## config.mk

```make
export PLATFORM = sky130hd
export DESIGN_NAME = metaball_animator
export DESIGN_NICKNAME = d
export VERILOG_FILES = /design/src/rtl/metaball_animator.sv
export SDC_FILE = /design/constraint.sdc
export NUM_CORES = 1
export LEC_CHECK = 0
export BUFFER_PORTS_ARGS = -buffer_cell sky130_fd_sc_hd__buf_2
export CORE_MARGIN = 5
export CORE_UTILIZATION = 30
export DETAILED_ROUTE_END_ITERATION = 10
export PLACE_DENSITY = 0.48
export SLEW_MARGIN = 15
export SYNTH_ARGS = -nofsm -noshare
export SYNTH_HDL_FRONTEND = slang
export SYNTH_SLANG_ARGS = --single-unit
```

## constraint.sdc

```tcl
create_clock -name clk -period 9.4 [get_ports clk]
set_input_delay 1.88 -clock clk [delete_from_list [all_inputs] [get_ports clk]]
set_output_delay 1.88 -clock clk [all_outputs]
set_load 0.01 [all_outputs]
```

## src/rtl/metaball_animator.sv

```systemverilog
// Per-frame ball motion controller: steps each ball one axis per cycle with
// margin bounce, then publishes all positions to the read bank in one edge.

module metaball_axis #(
  parameter int PMIN = 32,
  parameter int PMAX = 607
) (
  input  logic [9:0] p_i,
  input  logic [3:0] v_i,
  output logic [9:0] p_o,
  output logic [3:0] v_o
);
  localparam logic signed [11:0] LO = 12'(PMIN);
  localparam logic signed [11:0] HI = 12'(PMAX);

  logic signed [11:0] n;
  assign n = $signed({2'b00, p_i}) + $signed({{8{v_i[3]}}, v_i});

  // Clamp to the limit and reflect velocity; position never wraps.
  always_comb begin
    p_o = n[9:0];
    v_o = v_i;
    if (n < LO) begin
      p_o = LO[9:0];
      v_o = -v_i;
    end else if (n > HI) begin
      p_o = HI[9:0];
      v_o = -v_i;
    end
  end
endmodule

module metaball_animator #(
  parameter int NUM_BALLS = 3,
  parameter int H_ACTIVE  = 640,
  parameter int V_ACTIVE  = 480,
  parameter int MARGIN    = 32
) (
  input  logic       clk,
  input  logic       rst_n,
  input  logic       frame_start,
  input  logic       pause,
  input  logic [1:0] rd_idx,
  output logic [9:0] rd_x,
  output logic [9:0] rd_y,
  output logic       busy,
  output logic       update_done
);
  localparam int XMIN = MARGIN;
  localparam int XMAX = H_ACTIVE - 1 - MARGIN;
  localparam int YMIN = MARGIN;
  localparam int YMAX = V_ACTIVE - 1 - MARGIN;
  localparam logic [1:0] LAST = 2'(NUM_BALLS - 1);
  localparam logic [2:0] NB   = 3'(NUM_BALLS);

  localparam logic [3:0][9:0] RST_X  = {10'd240, 10'd480, 10'd320, 10'd160};
  localparam logic [3:0][9:0] RST_Y  = {10'd300, 10'd360, 10'd240, 10'd120};
  localparam logic [3:0][3:0] RST_VX = {4'hE, 4'h1, 4'hD, 4'h2};
  localparam logic [3:0][3:0] RST_VY = {4'hF, 4'hE, 4'h2, 4'h1};

  typedef enum logic [1:0] {IDLE, UPD_X, UPD_Y, PUBLISH} state_t;

  state_t state_q, state_d;
  logic [1:0] idx_q, idx_d;
  logic [3:0][9:0] x_q, x_d, y_q, y_d, px_q, px_d, py_q, py_d;
  logic [3:0][3:0] vx_q, vx_d, vy_q, vy_d;

  logic [9:0] nx, ny;
  logic [3:0] nvx, nvy;

  // One axis step unit per dimension, shared across balls via idx_q.
  metaball_axis #(.PMIN(XMIN), .PMAX(XMAX)) u_ax (
    .p_i(x_q[idx_q]), .v_i(vx_q[idx_q]), .p_o(nx), .v_o(nvx)
  );
  metaball_axis #(.PMIN(YMIN), .PMAX(YMAX)) u_ay (
    .p_i(y_q[idx_q]), .v_i(vy_q[idx_q]), .p_o(ny), .v_o(nvy)
  );

  always_ff @(posedge clk or negedge rst_n) begin
    if (!rst_n) begin
      state_q <= IDLE;
      idx_q   <= '0;
      x_q     <= RST_X;
      y_q     <= RST_Y;
      vx_q    <= RST_VX;
      vy_q    <= RST_VY;
      px_q    <= RST_X;
      py_q    <= RST_Y;
    end else begin
      state_q <= state_d;
      idx_q   <= idx_d;
      x_q     <= x_d;
      y_q     <= y_d;
      vx_q    <= vx_d;
      vy_q    <= vy_d;
      px_q    <= px_d;
      py_q    <= py_d;
    end
  end

  always_comb begin
    state_d = state_q;
    idx_d   = idx_q;
    x_d     = x_q;
    y_d     = y_q;
    vx_d    = vx_q;
    vy_d    = vy_q;
    px_d    = px_q;
    py_d    = py_q;
    case (state_q)
      IDLE: begin
        if (frame_start && !pause) begin
          state_d = UPD_X;
          idx_d   = '0;
        end
      end
      UPD_X: begin
        x_d[idx_q]  = nx;
        vx_d[idx_q] = nvx;
        state_d     = UPD_Y;
      end
      UPD_Y: begin
        y_d[idx_q]  = ny;
        vy_d[idx_q] = nvy;
        if (idx_q < LAST) begin
          idx_d   = idx_q + 2'd1;
          state_d = UPD_X;
        end else begin
          state_d = PUBLISH;
        end
      end
      PUBLISH: begin
        px_d    = x_q;
        py_d    = y_q;
        idx_d   = '0;
        state_d = IDLE;
      end
      default: state_d = IDLE;
    endcase
  end

  assign busy        = (state_q != IDLE);
  assign update_done = (state_q == PUBLISH);

  always_comb begin
    rd_x = '0;
    rd_y = '0;
    if ({1'b0, rd_idx} < NB) begin
      rd_x = px_q[rd_idx];
      rd_y = py_q[rd_idx];
    end
  end
endmodule
```

==> results of run 1 <==
[cell families (layout without fill, tap and decap cells)]
group / Yosys count / in the layout
AND/OR/NAND/NOR: 202 / 202
AO/OA/AOI/OAI: 200 / 200
flip-flops: 176 / 176
XOR/XNOR: 20 / 20
buffers and inverters: 65 / 87
multiplexers: 128 / 128
adder cells (fa/ha/maj): 30 / 30
[layer usage]
| metal | up-vias | global-route usage | wire (um) |
|---|---|---|---|
| li1 | 2955 | - | - |
| met3 | 17 | 0.02414 | 534 |
| met4 | 0 | 0.03490 | 272 |
| met1 | 3034 | 0.1986 | 11140 |
| met5 | - | 0 | 0 |
| met2 | 63 | 0.2024 | 9595 |
[worst register-to-register path: cells and delay by family (launching register included)]
kind / cells / cell delay, ns
multiplexers: 2 / 1.12
adder cells (fa/ha/maj): 1 / 0.45
buffers and inverters: 1 / 0.49
flip-flops: 1 / 0.57
AO/OA/AOI/OAI: 7 / 2.01
AND/OR/NAND/NOR: 1 / 0.25
[worst min path at each step]
stage | depth (start not counted) | end | slack, ns | from
final | 2 | x_q[35] | 0.46 | x_q[35]
after global routing | 2 | x_q[34] | 0.50 | x_q[34]
after CTS | 2 | x_q[35] | 0.47 | x_q[35]
after detailed placement | 2 | x_q[35] | 0.46 | x_q[35]
after global placement | 2 | x_q[35] | 0.45 | x_q[35]
after floorplan | 2 | x_q[35] | 0.44 | x_q[35]
[flip-flops by register name, summed over array words and instances (netlist names)]
name / count
px_q: 30
y_q: 40
x_q: 40
idx_q: 2
vy_q: 16
state_q: 2
vx_q: 16
py_q: 30
[cells in the mapped netlist, types with 4 or more instances]
library cell / n
o21ai_1: 12
nand2_1: 136
nor2_1: 19
dfstp_2: 65
xor2_1: 9
ha_1: 28
xnor2_1: 11
nand3_1: 11
inv_1: 21
a21oi_1: 17
mux2_2: 78
o211ai_1: 5
dfrtp_1: 111
buf_1: 5
a21o_1: 8
mux4_2: 26
nor2b_1: 5
and2_1: 7
o21ai_0: 119
mux2i_1: 24
o21a_1: 5
nand2b_1: 5
clkbuf_1: 35
or3_1: 4
[final cells by class]
class	count	area, um2	area share
sequential	176	4487	0.4412
multi-input combinational	580	4339	0.4267
tap	390	488.0	0.04798
clock buffer	18	439.2	0.04318
timing repair buffer	34	193.9	0.01907
clock inverter	14	143.9	0.01415
inverter	21	78.83	0.007751
[metrics by stage]
step           utilization  cell area [um2]  cells
3_3_place_gp        0.3226             9587   1201
6_report            0.3422            10170   1233
5_1_grt             0.3422            10170   1233
3_5_place_dp        0.3226             9587   1201
4_1_cts             0.3422            10170   1233
2_1_floorplan            -             9071    821
==> qor.yml, run 1 <==
status: "complete, no violations"
critical_path_depth: 6
antenna_found_initial: 0
max_cap_viol_count: 0
ys_seq_area_frac: 0.4945
ys_ff_latch: 176
maxSlewHeadroom: 0.3800
grt_max_degree: 71
final_common_cell: "nand2_1"
die-height_um: 183.9
syn_area_per_cell_um2: 11.05
hold_buffers: 0
slowest_delay_ns: 0.69
synth_flop_cell: "dfrtp_1"
h-tree-depth: 4
synth_area_leader_cell: "dfrtp_1"
hold_slack_ns: 0.4642
hold_path_class: "reg2reg"
cts.repair.resized: 0
rows: 63
grt_remaining_overflow: 0
detail_route.wl_per_cell_um: 17.47
cp-end-kind: "primary output"
final_layout_size_suffix_gt1_frac: 0.2930
place_ws_ns: 3.870
worstSetupStartpoint: "rd_idx[1]"
ys_async_sr_fraction: 1.000
worstReg2RegEnd: "vx_q[5]"
hold_viol: 0
arrival_ns: 3.62
ff2ff_path_depth: 12
dp_hpwl_mm: 14.27
fin_ws_ns: 3.897
synthMuxAreaShare: 0.1879
netlist_instances: 821
rsz0062_at_grt: "false"
synth_top_area_frac: 0.3062
io_buffers: 27
cp-start-kind: "input pin"
critPathKind: "in2out"
clk_pin_slew_ns: 0.06
place_congestion: 0.8283
fmax_mhz: 181.7
n_fill_cell: 2944
dieArea_um2: 33820
layout_common_cells: "nand2_1, o21ai_0, dfrtp_1"
critPathMaxFanout: 21
ant_nets: 0
grt_pass1_vias: 6177
crit_family: "buffers and inverters"
synth-xor-area-share: 0.01931
core_um2: 29720
synth-adder-area-share: 0.04303
synth_top_family_by_area: "multiplexers"
via_count: 6069
final_max_slew_viol_count: 0
io_pins: 28
crit_buf_inv: 3
ys_types: 62
cts_tree: "done"
synth_area_um2: 9071
firstDrtPassIters: 4
setup-tns-final_ns: 0
period_needed_ns: 5.503
synth_compound_area_frac: 0.1314
path_common_cell: "buf_2"
synth.net_count: 857
worstSetupEndpoint: "rd_y[1]"
num_antenna_cells: 0
synth.area.top_cells: "dfrtp_1, dfstp_2, mux2_2"
skew_ns: 0.01837
crit_chain: "buf_2 -> nor2b_2 -> buf_4 -> nand2_1 -> o21ai_0 -> buf_2"
cp.required_ns: 7.52
drt_iter0_drc: 299
die_width_um: 183.9
cts_made_buffers: 17
wirelength_mm: 21.54
grt_pass1_wl_mm: 35.66
finalSetupViolations: 0
vias_per_cell: 4.922
root_buffer: "clkbuf_16"
worst_pin_slew_ns: 0.9277
max-clock-path-buffers: 2
synth_warnings: 0
remaining_drc_errors: 0
cts.sinks: 176
yosys.area_share.simple: 0.09614
layout.nets: 866
grt_use_total: 0.1339
period_share: 0.5855
rrSetupSlack_ns: 4.35
area_growth_pct: 12.11
synth_edf_count: 0
rr_startpoint: "idx_q[0]"
initial_core_util: 0.3053
slowest_stage: "nor2b_2"
cts_setup_buffers: 0
insertion_delay_ns: 0.44
Power of run 1 is not shown: default switching activity piles up to over one toggle a cycle in this logic, so the estimate is an artifact.
==> run 2, diff against run 1 <==
- PLACE_DENSITY: 0.48 -> 0.5
- clock period: 9.4 -> 4.95 ns (I/O delays scaled with it)
==> run 2 against run 1 <==
Net effect:
- count of clock-buffer cells in the layout decreased by 1
- via count increased by 0.66%
- register-to-register slack got worse by 3.8 ns
- clock skew decreased by 0.0053 ns
- wire length decreased by 1.6%
- design area increased by 0.80%
- critical endpoint is now vy_q[9]
==> qor.yml, run 2 (synthesis results as in run 1) <==
place_area_um2: 9653
worstSetupEndpoint: "vy_q[9]"
cts_tree: "done"
final_layout_size_suffix_gt1_frac: 0.2988
wirelength_mm: 21.19
crit_family: "compound AO/OA/AOI/OAI gates"
dp_hpwl_mm: 14.44
crit_chain: "buf_12 -> mux4_2 -> ha_1 -> a21o_1 -> nand4_1 -> a211oi_1 -> o21a_1 -> a32oi_1 -> a211oi_2 -> nand2_1 -> mux2i_1 -> o21ai_0"
max_cap_viol_count: 0
worstSetupStartpoint: "idx_q[0]"
layout_common_cells: "nand2_1, o21ai_0, dfrtp_1"
grt_pass1_wl_mm: 35.40
cts.sinks: 176
worst_pin_slew_ns: 0.9893
worstReg2RegEnd: "vy_q[9]"
initial_core_util: 0.3053
slowest_stage: "dfrtp_2"
grt_max_degree: 105
vias_per_cell: 4.927
h-tree-depth: 4
slowest_delay_ns: 0.61
die_width_um: 183.9
critPathKind: "reg2reg"
insertion_delay_ns: 0.43
firstDrtPassIters: 4
setup-tns-final_ns: 0
grt_remaining_overflow: 0
drt_iter0_drc: 365
cts_made_buffers: 17
critical_path_depth: 12
final_common_cell: "nand2_1"
final_area_um2: 10250
hold_buffers: 0
skew_ns: 0.01306
max-clock-path-buffers: 2
cp.required_ns: 5.26
grt_use_total: 0.1317
period_needed_ns: 4.410
hold_path_class: "reg2reg"
remaining_drc_errors: 0
rr_startpoint: "idx_q[0]"
crit_buf_inv: 1
rrSetupSlack_ns: 0.54
io_buffers: 27
status: "complete, no violations"
final_max_slew_viol_count: 0
cp-end-kind: "register"
hold_viol: 0
rows: 63
ant_nets: 0
cp-start-kind: "register"
cts_setup_buffers: 0
fmax_mhz: 226.8
dieArea_um2: 33820
reg.largest.list: "x_q x40, y_q x40"
rsz0062_at_grt: "false"
clk_pin_slew_ns: 0.07
antenna_found_initial: 0
cts.repair.resized: 0
detail_route.wl_per_cell_um: 17.09
finalSetupViolations: 0
layout.nets: 873
fin_util: 0.3450
maxSlewHeadroom: 0.3389
period_share: 0.8909
num_antenna_cells: 0
grt_pass1_vias: 6284
root_buffer: "clkbuf_16"
place_congestion: 0.8057
critPathMaxFanout: 16
arrival_ns: 4.72
die-height_um: 183.9
area_growth_pct: 13.01
io_pins: 28
via_count: 6109
core_um2: 29720
ff2ff_path_depth: 12
## run 2: cell types whose count changed in the layout (fill, tap and decap cells not counted), moves of 2 or more
cell / delta
bufinv_16: +2
clkinv_8: -3
inv_8: +3
buf_4: +6
## run 2: per-stage QoR
stage	cells	hold slack, ns	setup WS [ns]
after global placement	1208	0.4547	0.6118
after CTS	1240	0.4661	0.5241
final	1240	0.4645	0.5402
after detailed placement	1208	0.4571	0.5304
after global routing	1240	0.4861	0.1935
after floorplan	821	0.4426	0.7362
## run 2: layout make-up
type | instances | area (um2)
inverter | 21 | 78.83
sequential | 176 | 4488
clock inverter | 15 | 172.7
clock buffer | 17 | 425.4
tap | 390 | 488.0
timing repair buffer | 41 | 259.0
multi-input combinational | 580 | 4339
fill | 2968 | 19470
## run 2: worst register-to-register path, delay by kind of cell, from the launching register on
family | cells | cell delay, ns
and+or+nand+nor | 2 | 0.41
AOI/OAI and AO/OA | 6 | 1.84
buffers and inverters | 1 | 0.24
adders and majority gates | 1 | 0.29
muxes | 2 | 0.91
DFF | 1 | 0.61
## run 2: routing by layer
metal,global-route usage,up-vias,share of wire
li1,-,2966,-
met1,0.1864,3075,0.49
met3,0.02533,9,0.026
met2,0.2104,59,0.48
met5,0,-,0
met4,0.02987,0,0.0092
## run 2: how the worst min path moves through the flow
stage / cells after the start / end / start / slack (ns)
after floorplan: 2 / x_q[35] / x_q[35] / 0.44
after global placement: 2 / x_q[35] / x_q[35] / 0.45
after detailed placement: 2 / x_q[35] / x_q[35] / 0.46
after CTS: 2 / x_q[35] / x_q[35] / 0.47
after global routing: 2 / x_q[35] / x_q[35] / 0.49
final: 2 / x_q[35] / x_q[35] / 0.46
Power of run 2 is left out for the same reason.
==> run 3, diff against run 2 <==
--- a/config.mk
+++ b/config.mk
@@ -6,9 +6,10 @@
 export NUM_CORES = 1
 export LEC_CHECK = 0
-export BUFFER_PORTS_ARGS = -buffer_cell sky130_fd_sc_hd__buf_2
 export CORE_MARGIN = 5
 export CORE_UTILIZATION = 30
 export DETAILED_ROUTE_END_ITERATION = 10
-export PLACE_DENSITY = 0.5
+export DONT_BUFFER_PORTS = 1
+export PLACE_DENSITY = 0.49
+export RECOVER_POWER = 100
 export SLEW_MARGIN = 15
 export SYNTH_ARGS = -nofsm -noshare
==> constraint.sdc (replaced) <==
create_clock -name clk -period 4.95 [get_ports clk]
set_input_delay 0.99 -clock clk [delete_from_list [all_inputs] [get_ports clk]]
set_output_delay 0.99 -clock clk [all_outputs]
set_load 0.05 [all_outputs]
==> run 3 against run 2 <==
Net effect:
- the flow now finishes with violations (max-capacitance violations, max-slew violations)
- critical path type unchanged
- highest routed layer unchanged
- global-route usage decreased by 0.23 points
- setup slack got worse by 0.032 ns
- sequential share of layout area grew 0.61 points
- critical endpoint is now vy_q[1]
- design area is 1.4% lower
- die area unchanged
- core utilization decreased by 0.48 points
- largest cell class unchanged
- wire length is 0.81% lower
==> qor.yml, run 3 (synthesis results as in run 1) <==
hold_viol: 0
rrSetupSlack_ns: 0.51
place_congestion: 0.8408
final_max_slew_viol_count: 79
rows: 63
io_buffers: 0
h-tree-depth: 4
grt_remaining_overflow: 0
firstDrtPassIters: 4
cp.required_ns: 5.20
setup-tns-final_ns: 0
dp_hpwl_mm: 14.01
area_growth_pct: 11.42
cts.repair.resized: 0
die-height_um: 183.9
num_antenna_cells: 0
max_cap_viol_count: 21
antenna_found_initial: 0
cts_tree: "done"
rsz0062_at_grt: "false"
vias_per_cell: 4.925
hold_path_class: "in2async"
cts.sinks: 176
hold_buffers: 0
violations: "max-capacitance violations, max-slew violations"
root_buffer: "clkbuf_16"
max-clock-path-buffers: 2
cts_setup_buffers: 0
layout.nets: 844
arrival_ns: 4.69
dieArea_um2: 33820
die_width_um: 183.9
worstReg2RegEnd: "vy_q[1]"
cp-start-kind: "register"
io_pins: 28
via_count: 5964
grt_pass1_vias: 6117
cp-end-kind: "register"
core_um2: 29720
period_needed_ns: 4.442
maxSlewHeadroom: -1.424
insertion_delay_ns: 0.43
worstSetupEndpoint: "vy_q[1]"
final_layout_size_suffix_gt1_frac: 0.2667
status: "complete, but fails checks"
fmax_mhz: 225.1
critPathKind: "reg2reg"
skew_ns: 0.01563
wirelength_mm: 21.02
period_share: 0.8974
finalSetupViolations: 0
remaining_drc_errors: 0
initial_core_util: 0.3053
critPathMaxFanout: 12
grt_max_degree: 177
ff2ff_path_depth: 13
cts_made_buffers: 17
grt_use_total: 0.1294
clk_pin_slew_ns: 0.07
drt_iter0_drc: 358
rr_startpoint: "idx_q[0]"
worst_pin_slew_ns: 3.635
detail_route.wl_per_cell_um: 17.36
worstSetupStartpoint: "idx_q[0]"
ant_nets: 0
grt_pass1_wl_mm: 34.77
reg.largest.list: "x_q x40, y_q x40"
layout_common_cells: "nand2_1, o21ai_0, dfrtp_1"
final_common_cell: "nand2_1"
[run 3: how the worst min path moves through the flow]
stage                  from      end  slack, ns  depth (start not counted)
floorplan           x_q[35]  x_q[35]       0.44                          2
global placement    x_q[35]  x_q[35]       0.45                          2
detailed placement  x_q[35]  x_q[35]       0.46                          2
CTS                   rst_n  px_q[6]       0.23                          0
global route          rst_n  py_q[1]       0.22                          0
finish                rst_n  py_q[1]       0.25                          0
[run 3: metal layers]
layer  part of all wire  wire length (um)  vias up  GRT usage
met4              0.011               221        0    0.03106
met5                  0                 0        -          0
li1                   -                 -     2909          -
met2               0.45              9384       75     0.1994
met1               0.51             10670     2961     0.1861
met3              0.036               749       19    0.02889
[run 3: worst max-delay path, cell delays in order, from the launching register on]
cell      delay, ns
dfrtp_2        0.62
clkbuf_1       0.50
mux4_2         0.58
ha_1           0.36
a21o_1         0.19
a31oi_1        0.25
a211oi_1       0.18
or3_1          0.37
a32oi_1        0.33
a211oi_2       0.12
buf_4          0.19
nand2_1        0.11
mux2i_1        0.33
o21ai_0        0.13
[run 3: layout make-up]
| cell class | instances | area [um2] |
|---|---|---|
| Fill cell | 2943 | 19610 |
| Clock inverter | 10 | 101.3 |
| Multi-Input combinational cell | 580 | 4337 |
| Inverter | 21 | 78.83 |
| Sequential cell | 176 | 4487 |
| Timing Repair Buffer | 12 | 87.58 |
| Tap cell | 390 | 488.0 |
| Clock buffer | 22 | 528.0 |
[run 3: through the flow]
step	hold slack, ns	instance area [um2]	worst slack, ns	cells	util
finish	0.2475	10110	0.5081	1211	0.3401
global route	0.2173	10110	0.1089	1211	0.3401
CTS	0.2258	10120	0.5822	1211	0.3407
detailed placement	0.4610	9495	0.5962	1179	0.3195
global placement	0.4524	9495	0.6406	1179	0.3195
floorplan	0.4426	9071	0.7362	821	-
Power of run 3 is left out for the same reason.
